===== config.mk =====
export PLATFORM = sky130hd
export DESIGN_NAME = mem_lsu
export DESIGN_NICKNAME = d
export VERILOG_FILES = /design/src/rtl/mem_lsu.sv
export SDC_FILE = /design/constraint.sdc
export NUM_CORES = 1
export LEC_CHECK = 0
export ABC_CLOCK_PERIOD_IN_PS = 3430
export CORE_AREA = 4 4 131 133
export CTS_BUF_LIST = sky130_fd_sc_hd__clkbuf_2
export CTS_CLUSTER_SIZE = 25
export DETAILED_ROUTE_END_ITERATION = 7
export DIE_AREA = 0 0 135 137
export PLACE_DENSITY = 0.85
export SYNTH_ARGS = -nofsm -noshare
export SYNTH_HDL_FRONTEND = slang
export SYNTH_SLANG_ARGS = --single-unit

===== constraint.sdc =====
create_clock -name clk_in -period 3.43 [get_ports clk_in]
set_input_delay 0.686 -clock clk_in [delete_from_list [all_inputs] [get_ports clk_in]]
set_output_delay 0.686 -clock clk_in [all_outputs]
set_load 0.01 [all_outputs]

===== src/rtl/mem_lsu.sv =====
// MEM pipeline stage: ALU/CSR pass-through, plus a 3-state bus FSM for loads and stores that also aligns load data.
// Optional bus watchdog: define MEM_LSU_TIMEOUT_EN.
module mem_lsu #(
  parameter int DATA_W      = 32,
  parameter int REG_ADDR_W  = 5,
  parameter int CSR_ADDR_W  = 12,
  parameter int TIMEOUT_CYC = 255
) (
  input  logic                  clk_in,
  input  logic                  reset_n_in,
  input  logic                  mem_req_in,
  input  logic                  mem_we_in,
  input  logic [1:0]            mem_size_in,
  input  logic                  mem_unsigned_in,
  input  logic [DATA_W-1:0]     mem_addr_in,
  input  logic [DATA_W-1:0]     mem_wdata_in,
  input  logic [DATA_W-1:0]     reg_wdata_in,
  input  logic [REG_ADDR_W-1:0] reg_waddr_in,
  input  logic                  reg_we_in,
  input  logic [DATA_W-1:0]     csr_wdata_in,
  input  logic [CSR_ADDR_W-1:0] csr_waddr_in,
  input  logic                  csr_we_in,
  input  logic                  interrupt_flush_in,
  output logic [DATA_W-1:0]     reg_wdata_out,
  output logic [REG_ADDR_W-1:0] reg_waddr_out,
  output logic                  reg_we_out,
  output logic [DATA_W-1:0]     csr_wdata_out,
  output logic [CSR_ADDR_W-1:0] csr_waddr_out,
  output logic                  csr_we_out,
  output logic                  stall_req_out,
  output logic                  misaligned_out,
  output logic                  access_fault_out,
  output logic                  bus_req_out,
  output logic                  bus_we_out,
  output logic [DATA_W-1:0]     bus_addr_out,
  output logic [DATA_W-1:0]     bus_wdata_out,
  output logic [3:0]            bus_be_out,
  input  logic                  bus_ack_in,
  input  logic [DATA_W-1:0]     bus_rdata_in
);

  typedef enum logic [1:0] {IDLE, BUS, DONE} state_t;

  state_t            state_reg, state_next;
  logic [DATA_W-1:0] addr_reg, wdata_reg, load_reg;
  logic [3:0]        be_reg;
  logic [1:0]        size_reg;
  logic              we_reg, unsigned_reg, drop_reg;

  logic              misaligned, accept, timed_out;
  logic [3:0]        st_be;
  logic [DATA_W-1:0] st_data, load_aligned;
  logic [7:0]        rbyte [4];
  logic [7:0]        ld_byte;
  logic [15:0]       ld_half;

  genvar gi;
  generate
    for (gi = 0; gi < 4; gi++) begin : g_lane
      assign rbyte[gi] = bus_rdata_in[8*gi +: 8];
    end
  endgenerate

  always_comb begin
    case (mem_size_in)
      2'b00:   misaligned = 1'b0;
      2'b01:   misaligned = mem_addr_in[0];
      2'b10:   misaligned = |mem_addr_in[1:0];
      default: misaligned = 1'b1;
    endcase
  end

  assign accept = (state_reg == IDLE) && mem_req_in && !misaligned && !interrupt_flush_in;

  // Store data is replicated across lanes so the slave only has to honour byte enables.
  always_comb begin
    st_be   = 4'b1111;
    st_data = mem_wdata_in;
    if (mem_we_in) begin
      case (mem_size_in)
        2'b00: begin
          st_be   = 4'b0001 << mem_addr_in[1:0];
          st_data = {4{mem_wdata_in[7:0]}};
        end
        2'b01: begin
          st_be   = mem_addr_in[1] ? 4'b1100 : 4'b0011;
          st_data = {2{mem_wdata_in[15:0]}};
        end
        default: ;
      endcase
    end
  end

  assign ld_byte = rbyte[addr_reg[1:0]];
  assign ld_half = addr_reg[1] ? bus_rdata_in[31:16] : bus_rdata_in[15:0];

  always_comb begin
    case (size_reg)
      2'b00:   load_aligned = unsigned_reg ? {24'b0, ld_byte} : {{24{ld_byte[7]}}, ld_byte};
      2'b01:   load_aligned = unsigned_reg ? {16'b0, ld_half} : {{16{ld_half[15]}}, ld_half};
      default: load_aligned = bus_rdata_in;
    endcase
  end

`ifdef MEM_LSU_TIMEOUT_EN
  localparam int CNT_W = $clog2(TIMEOUT_CYC + 1);
  logic [CNT_W-1:0] cnt_reg;

  always_ff @(posedge clk_in or negedge reset_n_in) begin
    if (!reset_n_in)            cnt_reg <= '0;
    else if (state_reg == BUS)  cnt_reg <= cnt_reg + 1'b1;
    else                        cnt_reg <= '0;
  end

  assign timed_out = (state_reg == BUS) && (cnt_reg == CNT_W'(TIMEOUT_CYC));
  assign access_fault_out = timed_out && reset_n_in;
`else
  assign timed_out        = 1'b0;
  assign access_fault_out = 1'b0;
`endif

  always_ff @(posedge clk_in or negedge reset_n_in) begin
    if (!reset_n_in) begin
      state_reg    <= IDLE;
      addr_reg     <= '0;
      wdata_reg    <= '0;
      load_reg     <= '0;
      be_reg       <= '0;
      size_reg     <= '0;
      we_reg       <= 1'b0;
      unsigned_reg <= 1'b0;
      drop_reg     <= 1'b0;
    end else begin
      state_reg <= state_next;
      if (accept) begin
        addr_reg     <= mem_addr_in;
        wdata_reg    <= st_data;
        be_reg       <= st_be;
        size_reg     <= mem_size_in;
        we_reg       <= mem_we_in;
        unsigned_reg <= mem_unsigned_in;
        drop_reg     <= 1'b0;
      end
      if (state_reg == BUS) begin
        if (interrupt_flush_in) drop_reg <= 1'b1;
        if (bus_ack_in && !timed_out) load_reg <= load_aligned;
      end
    end
  end

  always_comb begin
    state_next     = state_reg;
    reg_wdata_out  = reg_wdata_in;
    reg_waddr_out  = reg_waddr_in;
    reg_we_out     = 1'b0;
    csr_wdata_out  = csr_wdata_in;
    csr_waddr_out  = csr_waddr_in;
    csr_we_out     = 1'b0;
    stall_req_out  = 1'b0;
    misaligned_out = 1'b0;
    bus_req_out    = 1'b0;
    case (state_reg)
      IDLE: begin
        if (interrupt_flush_in) begin
          reg_wdata_out = '0;
          reg_waddr_out = '0;
          csr_wdata_out = '0;
          csr_waddr_out = '0;
        end else if (mem_req_in) begin
          if (misaligned) begin
            misaligned_out = 1'b1;
          end else begin
            stall_req_out = 1'b1;
            state_next    = BUS;
          end
        end else begin
          reg_we_out = reg_we_in;
          csr_we_out = csr_we_in;
        end
      end
      BUS: begin
        if (timed_out) begin
          state_next = IDLE;
        end else begin
          bus_req_out   = 1'b1;
          stall_req_out = 1'b1;
          // A flushed access still completes on the bus but never writes back.
          if (bus_ack_in) state_next = (drop_reg || interrupt_flush_in) ? IDLE : DONE;
        end
      end
      DONE: begin
        if (!we_reg) reg_wdata_out = load_reg;
        if (!interrupt_flush_in) begin
          reg_we_out = reg_we_in;
          csr_we_out = csr_we_in;
        end
        state_next = IDLE;
      end
      default: state_next = IDLE;
    endcase
    if (!reset_n_in) begin
      reg_we_out     = 1'b0;
      csr_we_out     = 1'b0;
      stall_req_out  = 1'b0;
      misaligned_out = 1'b0;
      bus_req_out    = 1'b0;
    end
  end

  assign bus_we_out    = we_reg;
  assign bus_addr_out  = {addr_reg[DATA_W-1:2], 2'b00};
  assign bus_wdata_out = wdata_reg;
  assign bus_be_out    = be_reg;

endmodule


* After elaboration in Yosys (flattened, before gate mapping) *
Index checks and enable logic that the tools add are counted.

operators by class
  $lt $le $gt $ge = 1
  multiplexer cells = 53
  reduce and logical (&&, ||, !) cells = 12
  bitwise operators = 1
  eq/ne operators = 9
  shift-type cells = 1

operators by type and width
  kind                                                                count
  32-bit two-way mux                                                  7
  32-bit one-hot mux with 2 select lines                              3
  12-bit two-way mux                                                  2
  1-bit two-way mux                                                   22
  8-bit binary-select mux with 2-bit select                           1
  16-bit two-way mux                                                  1
  8-bit two-way mux                                                   2
  2-bit two-way mux                                                   5
  5-bit two-way mux                                                   2
  4-bit two-way mux                                                   2
  2-bit inequality test (second input constant)                       4
  4-bit one-hot mux with 2 select lines                               1
  2-bit by 1-bit == test with 1-bit output (second input constant)    3
  2-bit logical NOT                                                   3
  1-bit one-hot mux with 2 select lines                               3
  2-bit == test (second input constant)                               2
  2-bit one-hot mux with 2 select lines                               1
  4-bit AND reduction                                                 1
  1-bit by 2-bit << shifter with 4-bit output (first input constant)  1
  3-bit >= comparator (second input constant)                         1
  1-bit logical AND                                                   3
  2-bit NOT with 3-bit output                                         1
  1-bit one-hot mux with 3 select lines                               1
  1-bit logical NOT                                                   2
  3 further kinds                                                     3

storage, ports and cells
  logic and storage cells = 86
  register bits after elaboration = 107
  output and inout bits = 156
  input port bits = 188

* Logic depth before layout (Yosys ltp) *
Gate-level depths: netlist of run 1.

  depth in word-level cells = 8
  depth in mapped cells = 7
  mapped depth without buffers = 4

* Worst setup path after synthesis of run 1 *
Ideal clock, no wire load.

  path kind = input to output
  start = input mem_size_in[0]
  end = output stall_req_out
  slack = 895 ps
  cell stages on the path = 5
  required time = 2,744 ps
  data arrival time = 1,849 ps
  path buffers = 2
  cell sequence = nor3_1 -> o211ai_1 -> buf_2 -> buf_2 -> a211oi_1

between the ends
  word-level cells in the longest chain between the ends = 7
  elaborated cells on any way between the ends = 9
  those cells by class = 2 x eq/ne; 6 x mux; 1 x reduce/logical

ends and longest elaborated chain
  element                                  line  source
  start, declared                          13    input logic [1:0] mem_size_in,
  2-bit == test (tied with other cells)    65    case (mem_size_in)
  1-bit one-hot mux with 3 select lines *  65
  1-bit two-way mux *                      170   if (misaligned) begin
  1-bit two-way mux *                      169   end else if (mem_req_in) begin
  1-bit two-way mux *                      164   if (interrupt_flush_in) begin
  1-bit one-hot mux with 2 select lines *  162   case (state_reg)
  1-bit two-way mux *                      201   if (!reset_n_in) begin
  end, declared                            30    output logic stall_req_out,

Mark *: on every way between the ends. The rest lies on a longest branch, timed or not.

* Worst setup path in the final report of run 1 *
  start = register state_reg[1]
  end = output stall_req_out

between the ends
  word-level cells in the longest chain between the ends = 3
  elaborated cells on any way between the ends = 4
  those cells by class = 1 x eq/ne; 2 x mux; 1 x reduce/logical

ends and longest elaborated chain
  element                                                                               line  source
  start, declared                                                                       44    state_t state_reg, state_next;
  start signal, assigned                                                                134   state_reg <= state_next;
  2-bit by 1-bit == test with 1-bit output / 2-bit logical NOT (equally long branches)  162
  1-bit one-hot mux with 2 select lines *                                               162
  1-bit two-way mux *                                                                   201

Marked as above.

==> impl_metrics.py, run 1 <==
metrics = {
    "sta": {
        "max_slew_margin_pct": 53.0,
        "rsz0062_at_grt": "no",
        "slew_viol_final": 0,
        "post-route-period-util_pct": 94.6,
        "hold_viol_final": 0,
        "post-route-min-period_ns": 3.24,
        "max_slew.worst_pin.slew_ns": 0.706,
        "fin_skew_ns": 0.0706,
        "fmax_mhz": 308,
        "fin_tns_setup_ns": 0,
        "fin_ws_ns": 0.186,
        "setup_viol": 0,
    },
    "clock_network": {
        "clk_pin_slew_worst_paths_ns": 0.38,
        "clock_path_buffers": 2,
        "htreeDepth": 3,
        "cts_tree": "yes",
        "clock_sinks": 107,
        "worstSkewPairLatency_ns": 0.69,
        "root_buffer": "clkbuf_2",
        "cts_buffers": 9,
    },
    "synthesis": {
        "synth_cells": 592,
        "ys_seq_area_share_pct": 44.5,
        "yosys_warnings": 0,
        "synth_area_leaders": "dfrtp_1 45%, mux2_2 9.4%, nor2b_1 5.4%, a22o_1 5.4%, mux2i_1 5.3%",
        "ys_ff_latch": 107,
        "synth_cell_types": 34,
        "syn_area_mm2": 0.00602,
        "postSynthAreaPerCell_um2": 10.2,
        "yosysTopAreaCellShare_pct": 44.5,
        "yosysTopAreaCell": "dfrtp_1",
    },
    "drt": {
        "drc_errors": 0,
        "ant_nets": 0,
        "dr.pass1.iters": 4,
        "wl_met2_um": 10700,
        "vias_per_cell": 5.13,
        "met3_length_um": 2160,
        "post_drt_wl_per_cell_um": 19.4,
        "top_layer": "met4",
        "drt-total-wl_um": 21700,
        "num_vias": 5723,
        "drt_iter0_drc": 295,
        "drt-met1-wl_um": 7900,
    },
    "placed_design": {
        "post-place-ws_ns": 0.227,
        "place_inst": 1093,
        "hpwl_um": 17100,
        "port-buffer-count": 340,
        "gp_congestion": 0.885,
    },
    "cells_and_area": {
        "layout.nets": 1081,
        "drive_gt1_share_pct": 12.0,
        "final_util_pct": 61.0,
        "fin_cells": 1115,
        "syn2layout_area_growth_pct": 60.5,
    },
    "critical_path": {
        "endpoint_kind": "output pin",
        "critical_path_class": "flop to output pin",
        "worst_ep_arrival_time_ns": 2.56,
        "cp-start-kind": "flop",
        "cp_data_required_time_ns": 2.74,
        "cp_max_fo": 9,
    },
    "power": {
        "power_mw": 4.63,
        "cellLeakagePower_nw": 3.94,
        "ir_worst_vdd_mv": 0.448,
        "power_density_mw_per_mm2": 480,
    },
    "global_route": {
        "grt_pass1_wl_um": 31600,
        "overflow": 0,
        "antenna_found_initial": 1,
        "track_usage_pct": 22.1,
        "grt_pass1_vias": 5734,
        "grt_max_degree": 59,
    },
    "die": {
        "core_mm2": 0.0158,
        "die_h_um": 137,
        "ios": 344,
        "die_w_um": 135,
        "fp.dieArea_mm2": 0.0185,
        "start_util_pct": 38.0,
        "rows": 46,
    },
    "outcome": {
        "outcome": "completed",
    },
    "job": {
        "maxCapViolCount": 0,
    },
    "min_path": {
        "hold_path_class": "input pin to async pin",
    },
}
==> critical path, cell delays in order, from the launching register on <==
cell	delay, ns
dfrtp_2	0.56
buf_12	0.15
nor2b_1	0.18
o211ai_1	0.17
a211oi_1	0.27
clkdlybuf4s50_1	0.57
==> layout make-up <==
class	instances	area [um2]
Fill cell	1311	6170
Timing Repair Buffer	365	3630
Multi-Input combinational cell	404	2900
Sequential cell	107	2680
Tap cell	216	270
Clock inverter	7	104
Clock buffer	9	45.0
Inverter	6	22.5
Antenna cell	1	2.50
==> kinds of logic (layout without fill, tap and decap cells) <==
family,Yosys count,count (layout),synth area share (%)
muxes,90,90,17.7
DFF,107,107,44.5
and+or+nand+nor,150,150,13.2
buffers and inverters,83,387,7.72
AOI/OAI and AO/OA,161,161,16.8
other,1,4,0.0623
==> per-stage QoR <==
step	area, um2	hold slack [ns]
after global placement	9440	0.420
after global routing	9650	0.206
after floorplan	6020	0.390
final	9650	0.282
after detailed placement	9440	0.436
after CTS	9600	0.225
==> routing by layer <==
| layer | global-route usage [%] | up-vias |
|---|---|---|
| met1 | 24.9 | 2710 |
| met5 | 0 | - |
| met2 | 37.9 | 293 |
| met4 | 10.2 | 0 |
| li1 | - | 2673 |
| met3 | 7.61 | 47 |
==> report_power, final <==
part	leakage [nW]	internal (mW)	switching, mW	total [mW]
logic	2.59	1.15	0.834	1.98
registers	1.27	1.67	0.298	1.97
clock network	0.0848	0.149	0.527	0.677
total	3.94	2.97	1.66	4.63
==> placed cells by master, fill, tap and decap left out, types with 2 or more instances in the layout <==
| cell | Yosys | final |
|---|---|---|
| a211oi_1 | 2 | 2 |
| a21oi_1 | 41 | 41 |
| a22o_1 | 37 | 37 |
| a22oi_1 | 2 | 2 |
| and2_1 | 2 | 2 |
| buf_12 | 0 | 3 |
| buf_4 | 33 | 22 |
| clkbuf_2 | 0 | 9 |
| clkdlybuf4s50_1 | 0 | 339 |
| clkinv_8 | 0 | 3 |
| conb_1 | 1 | 3 |
| dfrtp_1 | 107 | 106 |
| inv_1 | 6 | 6 |
| inv_12 | 0 | 2 |
| inv_8 | 0 | 2 |
| mux2_2 | 50 | 50 |
| mux2i_1 | 32 | 32 |
| mux4_2 | 8 | 8 |
| nand2_1 | 44 | 44 |
| nand2b_1 | 4 | 4 |
| nand3b_1 | 8 | 8 |
| nor2_1 | 28 | 26 |
| nor2_4 | 0 | 2 |
| nor2b_1 | 52 | 52 |
| nor3_1 | 4 | 3 |
| nor3_2 | 1 | 2 |
| nor3b_1 | 3 | 3 |
| o211ai_1 | 17 | 17 |
| o21ai_0 | 58 | 58 |
==> Yosys cell counts <==
| cell type | n |
|---|---|
| a211oi_2 | 1 |
| and2_1 | 2 |
| a211oi_1 | 2 |
| mux2i_1 | 32 |
| o21ba_2 | 1 |
| nand3b_1 | 8 |
| clkbuf_1 | 27 |
| nor2_1 | 28 |
| nand2_1 | 44 |
| nor4b_1 | 1 |
| conb_1 | 1 |
| buf_2 | 11 |
| buf_4 | 33 |
| nor3_4 | 1 |
| nor3_1 | 4 |
| nand2b_1 | 4 |
| o41ai_1 | 1 |
| buf_6 | 2 |
| o21ai_0 | 58 |
| a22o_1 | 37 |
| nor3b_1 | 3 |
| nor3_2 | 1 |
| buf_1 | 4 |
| inv_1 | 6 |
| a22oi_1 | 2 |
| nor2b_1 | 52 |
| mux4_2 | 8 |
| o211ai_1 | 17 |
| and3b_1 | 1 |
| nor2b_4 | 1 |
| o21ai_1 | 1 |
| dfrtp_1 | 107 |
| mux2_2 | 50 |
| a21oi_1 | 41 |
==> repair_timing <==
item,4_1_cts,5_1_grt
resized for setup,2,1
setup buffers,0,4
hold buffers,1,0
endpoints found under the setup margin,32,31
gates cloned,0,0
hold endpoints to repair,1,0
pin swaps,0,0
==> final timing paths <==
check / slack, ns / from / to / cells past startpoint
worst max-delay path: 0.19 / state_reg[1] / stall_req_out / 5
worst min-delay path: 0.28 / reset_n_in / bus_wdata_out[29] / 2
worst max register to register: 1.14 / addr_reg[1] / load_reg[28] / 5
worst min register to register: 0.42 / drop_reg / state_reg[1] / 1
max in group asynchronous: 2.19 / reset_n_in / unsigned_reg / 3
min in group clk_in: 0.42 / drop_reg / state_reg[1] / 1
(Power assumes the default switching activity.)
==> run 2, diff against run 1 <==
--- a/config.mk
+++ b/config.mk
@@ -6,12 +6,14 @@
 export NUM_CORES = 1
 export LEC_CHECK = 0
 export ABC_CLOCK_PERIOD_IN_PS = 3430
-export CORE_AREA = 4 4 131 133
+export CORE_ASPECT_RATIO = 1.75
+export CORE_MARGIN = 8
+export CORE_UTILIZATION = 43
 export CTS_BUF_LIST = sky130_fd_sc_hd__clkbuf_2
 export CTS_CLUSTER_SIZE = 25
 export DETAILED_ROUTE_END_ITERATION = 7
-export DIE_AREA = 0 0 135 137
-export PLACE_DENSITY = 0.85
+export PLACE_DENSITY = 0.95
+export SLEW_MARGIN = 20
 export SYNTH_ARGS = -nofsm -noshare
 export SYNTH_HDL_FRONTEND = slang
 export SYNTH_SLANG_ARGS = --single-unit
==> run 2 against run 1 <==
Non-clock buffer count shrank 9; final cell count is 4.3% lower; maximum frequency fell by 3.1%; critical path type is now input pin to output pin; largest cell class unchanged; largest power group is now registers.
==> impl_metrics.py, run 2 (same netlist as run 1, synthesis figures left out) <==
metrics = {
    "cells_and_area": {
        "fillers": 1023,
        "final_cell_mix": "339 x clkdlybuf4s50_1, 106 x dfrtp_1, 58 x o21ai_0",
        "drive_gt1_share_pct": 11.0,
        "syn2layout_area_growth_pct": 57.3,
        "final_util_pct": 68.7,
        "final_common_cell": "clkdlybuf4s50_1",
        "finalInstanceArea_mm2": 0.00946,
        "layout.nets": 1072,
    },
    "sta": {
        "max_slew.worst_pin.slew_ns": 1.03,
        "post-route-period-util_pct": 97.6,
        "max_slew_margin_pct": 31.0,
        "hold_viol_final": 0,
        "fmax_mhz": 299,
        "setup_viol": 0,
        "slew_viol_final": 0,
        "fin_skew_ns": 0.0432,
        "rsz0062_at_grt": "no",
        "fin_ws_ns": 0.0816,
        "post-route-min-period_ns": 3.35,
        "fin_tns_setup_ns": 0,
    },
    "placed_design": {
        "dpl-instance-area_mm2": 0.00934,
        "gp_congestion": 0.853,
        "post-place-ws_ns": 0.215,
        "port-buffer-count": 340,
        "hpwl_um": 18600,
    },
    "global_route": {
        "antenna_found_initial": 1,
        "track_usage_pct": 24.6,
        "grt_pass1_wl_um": 34900,
        "grt_pass1_vias": 6106,
        "grt_max_degree": 105,
        "overflow": 0,
    },
    "min_path": {
        "hold_path_class": "input pin to async pin",
    },
    "die": {
        "start_util_pct": 43.7,
        "ios": 344,
        "rows": 57,
        "die_w_um": 105,
        "fp.dieArea_mm2": 0.0182,
        "core_mm2": 0.0138,
        "die_h_um": 172,
    },
    "drt": {
        "drt_iter0_drc": 301,
        "drt-total-wl_um": 23200,
        "ant_nets": 0,
        "num_vias": 5747,
        "drc_errors": 0,
        "post_drt_wl_per_cell_um": 21.7,
        "vias_per_cell": 5.39,
        "dr.pass1.iters": 5,
    },
    "clock_network": {
        "cts_tree": "yes",
        "clock_path_buffers": 2,
        "clock_sinks": 107,
        "worstSkewPairLatency_ns": 0.60,
        "clk_pin_slew_worst_paths_ns": 0.32,
        "root_buffer": "clkbuf_2",
        "cts_buffers": 9,
        "htreeDepth": 3,
    },
    "outcome": {
        "outcome": "completed",
    },
    "critical_path": {
        "endpoint_kind": "output pin",
        "cp-start-kind": "input pin",
        "worst_ep_arrival_time_ns": 2.66,
        "critical_path_class": "input pin to output pin",
        "max_stage_delay_ns": 0.54,
        "cp_max_fo": 13,
        "crit_chain": "dlygate4sd3_1, buf_4, nand2_1, nor2_1, and2_1, clkdlybuf4s50_1",
        "critPathSlowestCell": "dlygate4sd3_1",
        "cp_data_required_time_ns": 2.74,
    },
    "power": {
        "power_mw": 4.55,
        "cellLeakagePower_nw": 3.86,
        "power_density_mw_per_mm2": 481,
        "ir_worst_vdd_mv": 0.360,
    },
    "job": {
        "maxCapViolCount": 0,
    },
}
[run 2: cell types whose count changed in the layout (fill, tap and decap cells not counted)]
cell / delta
clkinv_8: -3
nor2_4: -1
inv_6: +1
nor2_2: +1
buf_12: -2
clkinv_4: +2
clkinv_1: +1
clkinvlp_4: +1
inv_12: -2
buf_4: -7
[run 2: report_power, final]
group	internal [mW]	total, mW	switching, mW	leakage [nW]
logic	1.14	1.99	0.848	2.53
clock network	0.111	0.566	0.455	0.0640
registers	1.67	1.99	0.322	1.27
[run 2: per-layer routing]
layer / vias up / GRT usage [%] / wire length, um
li1: 2650 / - / -
met1: 2767 / 28.6 / 8950
met2: 287 / 42.3 / 11800
met3: 43 / 6.31 / 1720
met4: 0 / 9.80 / 707
met5: - / 0 / 0
[run 2: layout make-up]
| cell class | count | area (um2) | share of cell area (%) |
|---|---|---|---|
| Tap cell | 177 | 221 | 2.34 |
| Sequential cell | 107 | 2680 | 28.3 |
| Clock buffer | 9 | 45.0 | 0.476 |
| Timing Repair Buffer | 356 | 3540 | 37.4 |
| Inverter | 6 | 22.5 | 0.238 |
| Antenna cell | 1 | 2.50 | 0.0264 |
| Clock inverter | 7 | 60.1 | 0.635 |
| Multi-Input combinational cell | 404 | 2900 | 30.6 |
[run 2: final timing paths]
check | depth (start not counted) | slack [ns] | from | end
min in group clk_in | 1 | 0.46 | drop_reg | state_reg[1]
max in group asynchronous | 4 | 1.49 | reset_n_in | addr_reg[22]
hold / removal | 2 | 0.42 | reset_n_in | bus_wdata_out[9]
hold reg to reg | 1 | 0.46 | drop_reg | state_reg[1]
setup reg to reg | 4 | 1.20 | state_reg[0] | addr_reg[17]
setup / recovery | 6 | 0.08 | reset_n_in | reg_we_out
[run 2: what timing repair did]
item                                    CTS  global route
endpoints found under the hold margin    10             0
endpoints found under the setup margin    0            31
hold buffers                              1             0
gates resized for setup                   0             2
buffers inserted                          0             0
[run 2: per-stage QoR]
stage	std cells	hold WS, ns
3_3_place_gp	1049	0.419
6_report	1067	0.425
3_5_place_dp	1049	0.440
5_1_grt	1067	0.357
4_1_cts	1066	0.411
2_1_floorplan	594	0.390
[run 2: worst max-delay path, delay by kind of cell]
family                 cells  cell delay (ns)
buffers and inverters      3             1.29
and+or+nand+nor            3             0.68
==> run 3, diff against run 2 <==
--- a/config.mk
+++ b/config.mk
@@ -5,10 +5,11 @@
 export SDC_FILE = /design/constraint.sdc
 export NUM_CORES = 1
 export LEC_CHECK = 0
+export ABC_AREA = 1
 export ABC_CLOCK_PERIOD_IN_PS = 3430
 export CORE_ASPECT_RATIO = 1.75
 export CORE_MARGIN = 8
-export CORE_UTILIZATION = 43
+export CORE_UTILIZATION = 44
 export CTS_BUF_LIST = sky130_fd_sc_hd__clkbuf_2
 export CTS_CLUSTER_SIZE = 25
 export DETAILED_ROUTE_END_ITERATION = 7
==> run 3 against run 2 <==
Via count grew 21%; highest routed layer unchanged; hold slack lost 0.0026 ns; maximum frequency grew 3.7%; non-clock buffer count grew 6; sequential power shrank 8%; die area grew 1.9%; clock power shrank 2%; setup slack gained 0.12 ns; sequential cell count is the same; global-route usage grew 0.89 points; critical path depth grew 1; area after synthesis grew 4.5%.
==> impl_metrics.py, run 3 <==
metrics = {
    "synthesis": {
        "yosysTopAreaCell": "dfrtp_1",
        "synth_common_cells": "318 x nand2_1, 110 x inv_1, 107 x dfrtp_1",
        "synth_ff_type": "dfrtp_1",
        "postSynthAreaPerCell_um2": 6.84,
        "yosys_warnings": 0,
        "async_reset_ff_share_pct": 100,
        "ys_ff_latch": 107,
        "syn_area_mm2": 0.00629,
        "ys_seq_area_share_pct": 42.6,
        "synth_cells": 919,
        "synth_area_leaders": "dfrtp_1 43%, nand2_1 19%, inv_1 6.6%, o21ai_0 6.0%, a21oi_1 4.8%",
        "yosysTopAreaCellShare_pct": 42.6,
        "synth.most_common_cell": "nand2_1",
        "synth_edf_count": 0,
        "synth_cell_types": 27,
    },
    "die": {
        "die_w_um": 106,
        "die_h_um": 174,
        "ios": 344,
        "core_mm2": 0.0142,
        "start_util_pct": 44.4,
        "fp.dieArea_mm2": 0.0185,
        "rows": 58,
    },
    "clock_network": {
        "htreeDepth": 3,
        "root_buffer": "clkbuf_2",
        "worstSkewPairLatency_ns": 0.59,
        "cts_tree": "yes",
        "cts_buffers": 9,
        "clock_sinks": 107,
        "clk_pin_slew_worst_paths_ns": 0.31,
        "clock_path_buffers": 2,
    },
    "critical_path": {
        "r2r-start": "state_reg[1]",
        "crit_start": "state_reg[0]",
        "cp-start-kind": "flop",
        "cp_max_fo": 32,
        "endpoint_kind": "output pin",
        "critical_path_class": "flop to output pin",
        "worst_ep_arrival_time_ns": 2.54,
        "cp_data_required_time_ns": 2.74,
    },
    "cells_and_area": {
        "layout.nets": 1398,
        "fillers": 1143,
        "final_common_cell": "clkdlybuf4s50_1",
        "finalInstanceArea_mm2": 0.00976,
        "final_cell_mix": "339 x clkdlybuf4s50_1, 316 x nand2_1, 110 x inv_1",
        "syn2layout_area_growth_pct": 55.2,
        "drive_gt1_share_pct": 4.37,
    },
    "drt": {
        "vias_per_cell": 5.00,
        "ant_nets": 0,
        "num_vias": 6980,
        "drt_iter0_drc": 348,
        "post_drt_wl_per_cell_um": 17.2,
        "drc_errors": 0,
        "drt-total-wl_um": 24000,
        "dr.pass1.iters": 6,
    },
    "sta": {
        "fin_ws_ns": 0.201,
        "hold_viol_final": 0,
        "max_slew_margin_pct": 43.6,
        "max_slew.worst_pin.slew_ns": 0.845,
        "fin_skew_ns": 0.0396,
        "holdWs_ns": 0.422,
        "setup_viol": 0,
        "fin_tns_setup_ns": 0,
        "post-route-period-util_pct": 94.1,
        "slew_viol_final": 0,
        "post-route-min-period_ns": 3.23,
        "fmax_mhz": 310,
    },
    "outcome": {
        "outcome": "completed",
    },
    "placed_design": {
        "port-buffer-count": 340,
        "post-place-ws_ns": 0.215,
        "gp_congestion": 0.911,
        "dpl-instance-area_mm2": 0.00961,
        "hpwl_um": 18900,
    },
    "global_route": {
        "track_usage_pct": 25.5,
        "overflow": 0,
        "antenna_found_initial": 2,
        "grt_max_degree": 91,
        "grt_pass1_vias": 7208,
        "grt_pass1_wl_um": 37700,
    },
    "min_path": {
        "hold_path_class": "input pin to async pin",
    },
    "power": {
        "power_density_mw_per_mm2": 438,
        "ir_worst_vdd_mv": 0.293,
        "cellLeakagePower_nw": 4.71,
        "power_mw": 4.28,
    },
    "job": {
        "maxCapViolCount": 0,
    },
}
-- run 3: changes by cell type after synthesis, moves of 11 or more --
| cell | change |
|---|---|
| o21ai_0 | +18 |
| mux2i_1 | -32 |
| inv_1 | +104 |
| nor2b_1 | -52 |
| buf_2 | +11 |
| a21oi_1 | +19 |
| nand3_1 | +54 |
| nor2_1 | +31 |
| nand2_1 | +274 |
| mux2_2 | -50 |
| a22o_1 | -37 |
| o31ai_1 | +12 |
| o211ai_1 | -15 |
-- run 3: timing repair --
item / CTS / global route
cloned: 0 / 0
buffers inserted: 0 / 2
hold buffers: 1 / 0
gates resized for setup: 2 / 2
endpoints found under the hold margin: 7 / 0
endpoints found under the setup margin: 18 / 26
-- run 3: layer usage --
| layer | vias to the layer above | track usage [%] | share of wire, % |
|---|---|---|---|
| met2 | 279 | 44.8 | 52 |
| met5 | - | 0 | 0 |
| met3 | 48 | 6.38 | 7.7 |
| met4 | 0 | 11.9 | 3.6 |
| li1 | 3418 | - | - |
| met1 | 3235 | 27.8 | 37 |
-- run 3: layout make-up --
class	instances	area, um2	share of cell area [%]
clock inverter	6	50.0	0.513
clock buffer	9	45.0	0.462
antenna	2	5.00	0.0513
multi-input combinational	615	2710	27.8
inverter	115	432	4.42
tap	180	225	2.31
sequential	107	2680	27.5
timing repair buffer	362	3610	37.0
-- run 3: final timing paths --
| check | depth (start not counted) | end | slack [ns] |
|---|---|---|---|
| max in group asynchronous | 4 | load_reg[7] | 1.43 |
| worst max-delay path | 7 | reg_wdata_out[10] | 0.20 |
| worst min register to register | 2 | bus_wdata_out[0] | 0.51 |
| worst min-delay path | 2 | addr_reg[27] | 0.42 |
| worst max register to register | 7 | bus_wdata_out[17] | 1.02 |
| min in group clk_in | 2 | bus_wdata_out[0] | 0.51 |
-- run 3: power by group --
group	internal [mW]	switching, mW	leakage [nW]	total, mW
clock network	0.104	0.449	0.0607	0.552
registers	1.62	0.211	1.30	1.84
logic	0.941	0.947	3.35	1.89
-- run 3: worst max-delay path, cell delays in order, from the launching register on --
cell and delay [ns]:
dfrtp_1 0.47, inv_2 0.17, nand2_2 0.16, nor2_2 0.13, buf_6 0.23, o21ai_0 0.13, o21ai_0 0.12, clkdlybuf4s50_1 0.59
-- run 3: metrics by stage --
stage,instances,util [%]
2_1_floorplan,921,-
3_3_place_gp,1376,67.9
3_5_place_dp,1376,67.9
4_1_cts,1392,68.7
5_1_grt,1396,68.9
6_report,1396,68.9
-- run 3: cell families after synthesis --
family / synth area share (%)
other: 0.0596
buffers and inverters: 14.6
AOI/OAI and AO/OA: 14.3
DFF: 42.6
and+or+nand+nor: 28.4
